## src/rtl/agc_pkg.sv

```systemverilog
// AGC stepping engine: shared types, constants and the saturating step helper.
package agc_pkg;

  localparam int GAIN_W       = 6;
  localparam int MAX_GAIN_DEF = 38;
  localparam int COARSE_STEP  = 4;

  typedef enum logic [2:0] {
    S_IDLE,
    S_SETTLE,
    S_MEASURE,
    S_DECIDE,
    S_LOCKED
  } agc_state_e;

  typedef enum logic [1:0] {
    DIR_NONE,
    DIR_UP,
    DIR_DN
  } agc_dir_e;

  // Clamp to [0, mx]; never wraps in either direction.
  function automatic logic [GAIN_W-1:0] gain_step(
    input logic [GAIN_W-1:0] g,
    input logic [2:0]        s,
    input logic              up,
    input logic [GAIN_W-1:0] mx
  );
    logic [GAIN_W:0]   sum;
    logic [GAIN_W-1:0] s_w;
    s_w = {{(GAIN_W-3){1'b0}}, s};
    sum = {1'b0, g} + {1'b0, s_w};
    if (up) begin
      return (sum > {1'b0, mx}) ? mx : sum[GAIN_W-1:0];
    end
    return (g < s_w) ? '0 : g - s_w;
  endfunction

endpackage

```

## src/rtl/agc_peak_counter.sv

```systemverilog
// Measurement window counter with peak_high / peak_low occurrence counters.
module agc_peak_counter #(
  parameter  int MEAS_CYC = 32,
  localparam int CW       = $clog2(MEAS_CYC + 1)
) (
  input  logic          clk,
  input  logic          rst,
  input  logic          clr_i,
  input  logic          cnt_en_i,
  input  logic          peak_high_i,
  input  logic          peak_low_i,
  output logic [CW-1:0] hi_cnt_o,
  output logic [CW-1:0] lo_cnt_o,
  output logic          done_o
);

  logic [CW-1:0] win_q, win_d;
  logic [CW-1:0] hi_q, hi_d;
  logic [CW-1:0] lo_q, lo_d;

  assign done_o   = cnt_en_i && (win_q == CW'(MEAS_CYC - 1));
  assign hi_cnt_o = hi_q;
  assign lo_cnt_o = lo_q;

  always_comb begin
    win_d = win_q;
    hi_d  = hi_q;
    lo_d  = lo_q;
    if (clr_i) begin
      win_d = '0;
      hi_d  = '0;
      lo_d  = '0;
    end else if (cnt_en_i) begin
      win_d = done_o ? '0 : win_q + CW'(1);
      if (peak_high_i) begin
        hi_d = hi_q + CW'(1);
      end else if (peak_low_i) begin
        // high wins when both comparators fire together
        lo_d = lo_q + CW'(1);
      end
    end
  end

  always_ff @(posedge clk) begin
    if (rst) begin
      win_q <= '0;
      hi_q  <= '0;
      lo_q  <= '0;
    end else begin
      win_q <= win_d;
      hi_q  <= hi_d;
      lo_q  <= lo_d;
    end
  end

endmodule

```

## src/rtl/agc_gain_controller.sv

```systemverilog
// Closed-loop AGC gain index stepper: settle, measure, decide, lock.
// Define AGC_COARSE_STEP_EN for step=4 acquisition until first reversal/hold.
module agc_gain_controller
  import agc_pkg::*;
#(
  parameter int MAX_GAIN   = MAX_GAIN_DEF,
  parameter int INIT_GAIN  = 38,
  parameter int SETTLE_CYC = 16,
  parameter int MEAS_CYC   = 32,
  parameter int HI_TRIG    = 2,
  parameter int LOCK_CNT   = 3
) (
  input  logic              clk,
  input  logic              rst,
  input  logic              en,
  input  logic              restart,
  input  logic              peak_high,
  input  logic              peak_low,
  output logic [GAIN_W-1:0] gain_array,
  output logic              gain_update,
  output logic              locked
);

  localparam int CW = $clog2(MEAS_CYC + 1);
  localparam int SW = (SETTLE_CYC > 1) ? $clog2(SETTLE_CYC) : 1;
  localparam int HW = $clog2(LOCK_CNT + 1);

  localparam logic [GAIN_W-1:0] GMAX  = GAIN_W'(MAX_GAIN);
  localparam logic [GAIN_W-1:0] GINIT = GAIN_W'(INIT_GAIN);

  agc_state_e        state_q, state_d;
  logic [GAIN_W-1:0] gain_q, gain_d;
  logic              upd_q, upd_d;
  logic              lock_q, lock_d;
  logic [SW-1:0]     set_q, set_d;
  logic [HW-1:0]     hold_q, hold_d;

  logic [CW-1:0]     hi_cnt, lo_cnt;
  logic              pc_done, pc_clr, pc_en;
  logic              dec, inc;
  logic [2:0]        step;
  logic [GAIN_W-1:0] target;

  agc_peak_counter #(
    .MEAS_CYC (MEAS_CYC)
  ) u_cnt (
    .clk         (clk),
    .rst         (rst),
    .clr_i       (pc_clr),
    .cnt_en_i    (pc_en),
    .peak_high_i (peak_high),
    .peak_low_i  (peak_low),
    .hi_cnt_o    (hi_cnt),
    .lo_cnt_o    (lo_cnt),
    .done_o      (pc_done)
  );

  assign dec = hi_cnt >= CW'(HI_TRIG);
  assign inc = !dec && (lo_cnt == CW'(MEAS_CYC));

`ifdef AGC_COARSE_STEP_EN
  logic     coarse_q, coarse_d;
  agc_dir_e dir_q, dir_d;
  logic     rev;

  // the reversing step itself is already a fine step
  assign rev  = (dec && dir_q == DIR_UP) || (inc && dir_q == DIR_DN);
  assign step = (coarse_q && !rev) ? 3'(COARSE_STEP) : 3'd1;
`else
  assign step = 3'd1;
`endif

  always_comb begin
    state_d = state_q;
    gain_d  = gain_q;
    upd_d   = 1'b0;
    lock_d  = lock_q;
    set_d   = set_q;
    hold_d  = hold_q;
    pc_clr  = 1'b1;
    pc_en   = 1'b0;
    target  = gain_q;
`ifdef AGC_COARSE_STEP_EN
    coarse_d = coarse_q;
    dir_d    = dir_q;
`endif
    if (restart) begin
      gain_d  = GINIT;
      upd_d   = (gain_q != GINIT);
      lock_d  = 1'b0;
      set_d   = '0;
      hold_d  = '0;
      state_d = en ? S_SETTLE : S_IDLE;
`ifdef AGC_COARSE_STEP_EN
      coarse_d = 1'b1;
      dir_d    = DIR_NONE;
`endif
    end else if (!en) begin
      state_d = S_IDLE;
      lock_d  = 1'b0;
      set_d   = '0;
      hold_d  = '0;
    end else begin
      unique case (state_q)
        S_IDLE: begin
          state_d = S_SETTLE;
          set_d   = '0;
        end
        S_SETTLE: begin
          if (set_q == SW'(SETTLE_CYC - 1)) begin
            set_d   = '0;
            state_d = S_MEASURE;
          end else begin
            set_d = set_q + SW'(1);
          end
        end
        S_MEASURE: begin
          pc_clr = 1'b0;
          pc_en  = 1'b1;
          if (pc_done) state_d = S_DECIDE;
        end
        S_DECIDE: begin
          if (dec) begin
            target = gain_step(gain_q, step, 1'b0, GMAX);
          end else if (inc) begin
            target = gain_step(gain_q, step, 1'b1, GMAX);
          end
          if (target != gain_q) begin
            gain_d  = target;
            upd_d   = 1'b1;
            hold_d  = '0;
            set_d   = '0;
            state_d = S_SETTLE;
`ifdef AGC_COARSE_STEP_EN
            if (rev) coarse_d = 1'b0;
            dir_d = dec ? DIR_DN : DIR_UP;
`endif
          end else begin
            hold_d = hold_q + HW'(1);
`ifdef AGC_COARSE_STEP_EN
            coarse_d = 1'b0;
`endif
            if (hold_d == HW'(LOCK_CNT)) begin
              state_d = S_LOCKED;
              lock_d  = 1'b1;
            end else begin
              state_d = S_MEASURE;
            end
          end
        end
        S_LOCKED: state_d = S_LOCKED;
        default:  state_d = S_IDLE;
      endcase
    end
  end

  always_ff @(posedge clk) begin
    if (rst) begin
      state_q <= S_IDLE;
      gain_q  <= GINIT;
      upd_q   <= 1'b0;
      lock_q  <= 1'b0;
      set_q   <= '0;
      hold_q  <= '0;
    end else begin
      state_q <= state_d;
      gain_q  <= gain_d;
      upd_q   <= upd_d;
      lock_q  <= lock_d;
      set_q   <= set_d;
      hold_q  <= hold_d;
    end
  end

`ifdef AGC_COARSE_STEP_EN
  always_ff @(posedge clk) begin
    if (rst) begin
      coarse_q <= 1'b1;
      dir_q    <= DIR_NONE;
    end else begin
      coarse_q <= coarse_d;
      dir_q    <= dir_d;
    end
  end
`endif

  assign gain_array  = gain_q;
  assign gain_update = upd_q;
  assign locked      = lock_q;

endmodule

```

## config.mk

```make
export PLATFORM = sky130hd
export DESIGN_NAME = agc_gain_controller
export DESIGN_NICKNAME = d
export VERILOG_FILES = /design/src/rtl/agc_pkg.sv /design/src/rtl/agc_peak_counter.sv /design/src/rtl/agc_gain_controller.sv
export SDC_FILE = /design/constraint.sdc
export NUM_CORES = 1
export LEC_CHECK = 0
export CORE_MARGIN = 2
export CORE_UTILIZATION = 38
export CTS_CLUSTER_DIAMETER = 150
export DETAILED_ROUTE_END_ITERATION = 10
export GPL_ROUTABILITY_DRIVEN = 0
export GPL_TIMING_DRIVEN = 0
export SYNTH_ARGS = -nofsm -noshare
export SYNTH_HDL_FRONTEND = slang
export SYNTH_HIERARCHICAL = 1
export SYNTH_SLANG_ARGS = --single-unit
```

## constraint.sdc

```tcl
create_clock -name clk -period 4.41 [get_ports clk]
set_clock_uncertainty 0.2 [all_clocks]
set_input_delay 0.441 -clock clk [delete_from_list [all_inputs] [get_ports clk]]
set_output_delay 0.441 -clock clk [all_outputs]
set_load 0.1 [all_outputs]
```

==> flow_summary.ini <==
[clock_network]
cts_buffer_depth = 2
root_buffer = clkbuf_8
clock_latency_ns = 0.28
clkSinkCount = 35
h-tree-depth = 2
cts_tree = built
ctsHoldBuffers = 0
cts_resized = 0
cts-buffers-inserted = 5
cts.clk_slew.worst_paths_ns = 0.07
post_cts_buffers = 0

[synthesis]
syn-cell-area_mm2 = 0.00225
synth_fp_nets = 287
synth_edf_count = 0
synth_ff_type = dfxtp_1
netlist.area_leader.share_pct = 31.1
synth.avg_cell_area_um2 = 8.28
synthArstFlopShare_pct = 0
synth.yosys.seq_area_share_pct = 31.1
yosysTopAreaCell = dfxtp_1
ys_types = 67
netlist_instances = 272
yosys_warnings = 6
synth_area_leaders = dfxtp_1 31%, nor2_1 5.2%, ha_1 5.0%
synth_seq_cells = 35

[min_path]
hp-class = flop to flop
min-delay-start = hold_q[0]
holdPathStages = 2
min_to = hold_q[0]

[placement]
place_ws_ns = 1.06
hpwl_um = 3680
portBuffers = 13
dp_cells = 360

[timing]
hold_violations = 0
finalWorstSetupSlack_ns = 1.04
setup_viol = 0
finalSetupTns_ns = 0
finalCritPeriodShare_pct = 76.3
clock.fmax_ghz = 0.297
worst_slew_pin_slew_ns = 0.964
slew_headroom_pct = 35.6
rsz0062_at_grt = false
timing.final.max_slew_violations = 0
finalCriticalPeriod_ns = 3.37

[route]
drtPass1Iterations = 5
drc = 0
vias = 2070
ant_nets = 0
wl_per_cell_um = 13.5
drtIter0Drc = 132
totalWireLength_um = 4980
viasPerCell = 5.63

[global_route]
antenna_found_initial = 0
grt_max_degree = 12
grt_pass1_wl_um = 8690
gr-usage-all-layers_pct = 16.6
grt_overflow_total = 0
first_global_vias = 1906

[setup_path]
arrival_ns = 3.35
crit_chain = inv_1 > ha_1 > and2b_1 > a211oi_1 > a211o_1 > o2bb2ai_1 > a211oi_4 > buf_6 > o21ai_2 > a32o_1
cp_slowest_cell = a211oi_4
rrSetupSlack_ns = 1.04
reg2reg_depth = 10
slowest_delay_ns = 0.58
setup.worst_path.end_class = flop
r2r_start = gain_array[1]
worstPathRequired_ns = 4.39
crit-reg2reg-capture = state_q[0]
startpoint_type = flop
critPathMaxFanout = 11
crit_type = flop to flop

[die]
fp.dieW_um = 81.0
die_y_um = 81.0
initial_core_util_pct = 38.7
die_area_mm2 = 0.00656
ios = 14
rows = 28
core_area_mm2 = 0.00582

[run_status]
status = completed

[job]
maxCapViolCount = 0

[final_layout]
layout_commonest_cell = dfxtp_1
drive_gt1_share_pct = 9.56
diodes = 0
fin_nets = 307
final_cell_count_no_fill = 368
final_cell_mix = 35 x dfxtp_1, 31 x nor2_1, 20 x nand2_1, 20 x a21oi_1, 13 x clkdlybuf4s50_1
syn2layout_area_growth_pct = 13.5
fin_util_pct = 44.0

[power]
p_per_area_mw_per_mm2 = 223
leakage_nw = 0.879
vdd_drop_max_mv = 0.157
power_uw = 570
[layer usage]
layer  vias up  GRT usage, %  part of all wire, %
met5         -             0                    0
met4         0          6.44                  1.3
met3         6          3.33                  3.0
met2        26          26.7                   47
met1       980          22.0                   49
li1       1058             -                    -
[sequential cells by signal, summed over array words and instances, names as in the netlist]
| register | flops |
|---|---|
| gain_array | 6 |
| gain_update | 1 |
| hold_q | 2 |
| locked | 1 |
| set_q | 4 |
| state_q | 3 |
| u_cnt/hi_cnt_o | 6 |
| u_cnt/lo_cnt_o | 6 |
| u_cnt/win_q | 6 |
[worst max-delay path: cells and delay by family (launching register included)]
family	cells	cell delay, ns
and+or+nand+nor	1	0.20
DFF	1	0.55
buffers and inverters	2	0.38
AOI/OAI and AO/OA	6	1.53
adders and majority gates	1	0.39
[cell usage after synthesis, drive strengths merged (3+ instances only)]
master / count
a21oi: 21
nor3: 12
inv: 9
o21a: 3
o311ai: 3
nand3: 12
o21ai: 13
nor4: 4
dfxtp: 35
a211oi: 7
xor2: 6
or3: 9
nand4: 6
a31oi: 5
clkbuf: 8
ha: 9
or2: 3
a2111oi: 3
nand2: 20
buf: 4
nor2: 31
nand2b: 7
and2: 3
mux2i: 3
[where the power goes]
part           internal, mW  total [mW]  switching (mW)
logic                0.0107      0.0269          0.0162
clock network         0.111       0.223           0.112
registers             0.318       0.320         0.00214
total                 0.439       0.570           0.131
[per-stage QoR]
step | hold slack, ns | area (um2)
finish | 0.255 | 2560
global route | 0.286 | 2560
CTS | 0.258 | 2560
detailed placement | 0.248 | 2480
global placement | 0.240 | 2480
floorplan | 0.232 | 2250
[final cells by class]
| cell class | count | area, um2 |
|---|---|---|
| clock inverter | 1 | 5.00 |
| timing repair buffer | 13 | 130 |
| sequential | 35 | 701 |
| fill | 627 | 3260 |
| tap | 75 | 93.8 |
| buffer | 12 | 76.3 |
| inverter | 9 | 33.8 |
| multi-input combinational | 216 | 1440 |
| clock buffer | 7 | 76.3 |
[worst max path at each step]
stage | endpoint | from | cells past startpoint | slack, ns
floorplan | gain_array[4] | gain_array[1] | 9 | 0.74
global placement | state_q[0] | gain_array[1] | 10 | 1.10
detailed placement | state_q[0] | gain_array[1] | 10 | 1.06
CTS | state_q[0] | gain_array[1] | 10 | 1.05
global route | state_q[2] | gain_array[1] | 10 | 0.76
finish | state_q[0] | gain_array[1] | 10 | 1.04
[cell families after synthesis]
kind of cell    count (synthesis)  share of synthesized area (%)
xor+xnor                        7                           2.72
fa+ha+maj                       9                           5.00
mux                             3                           1.33
compound gates                 78                           25.5
simple gates                  119                           29.4
flops                          35                           31.1
buf+inv                        21                           4.89
(Power assumes the default switching activity.)
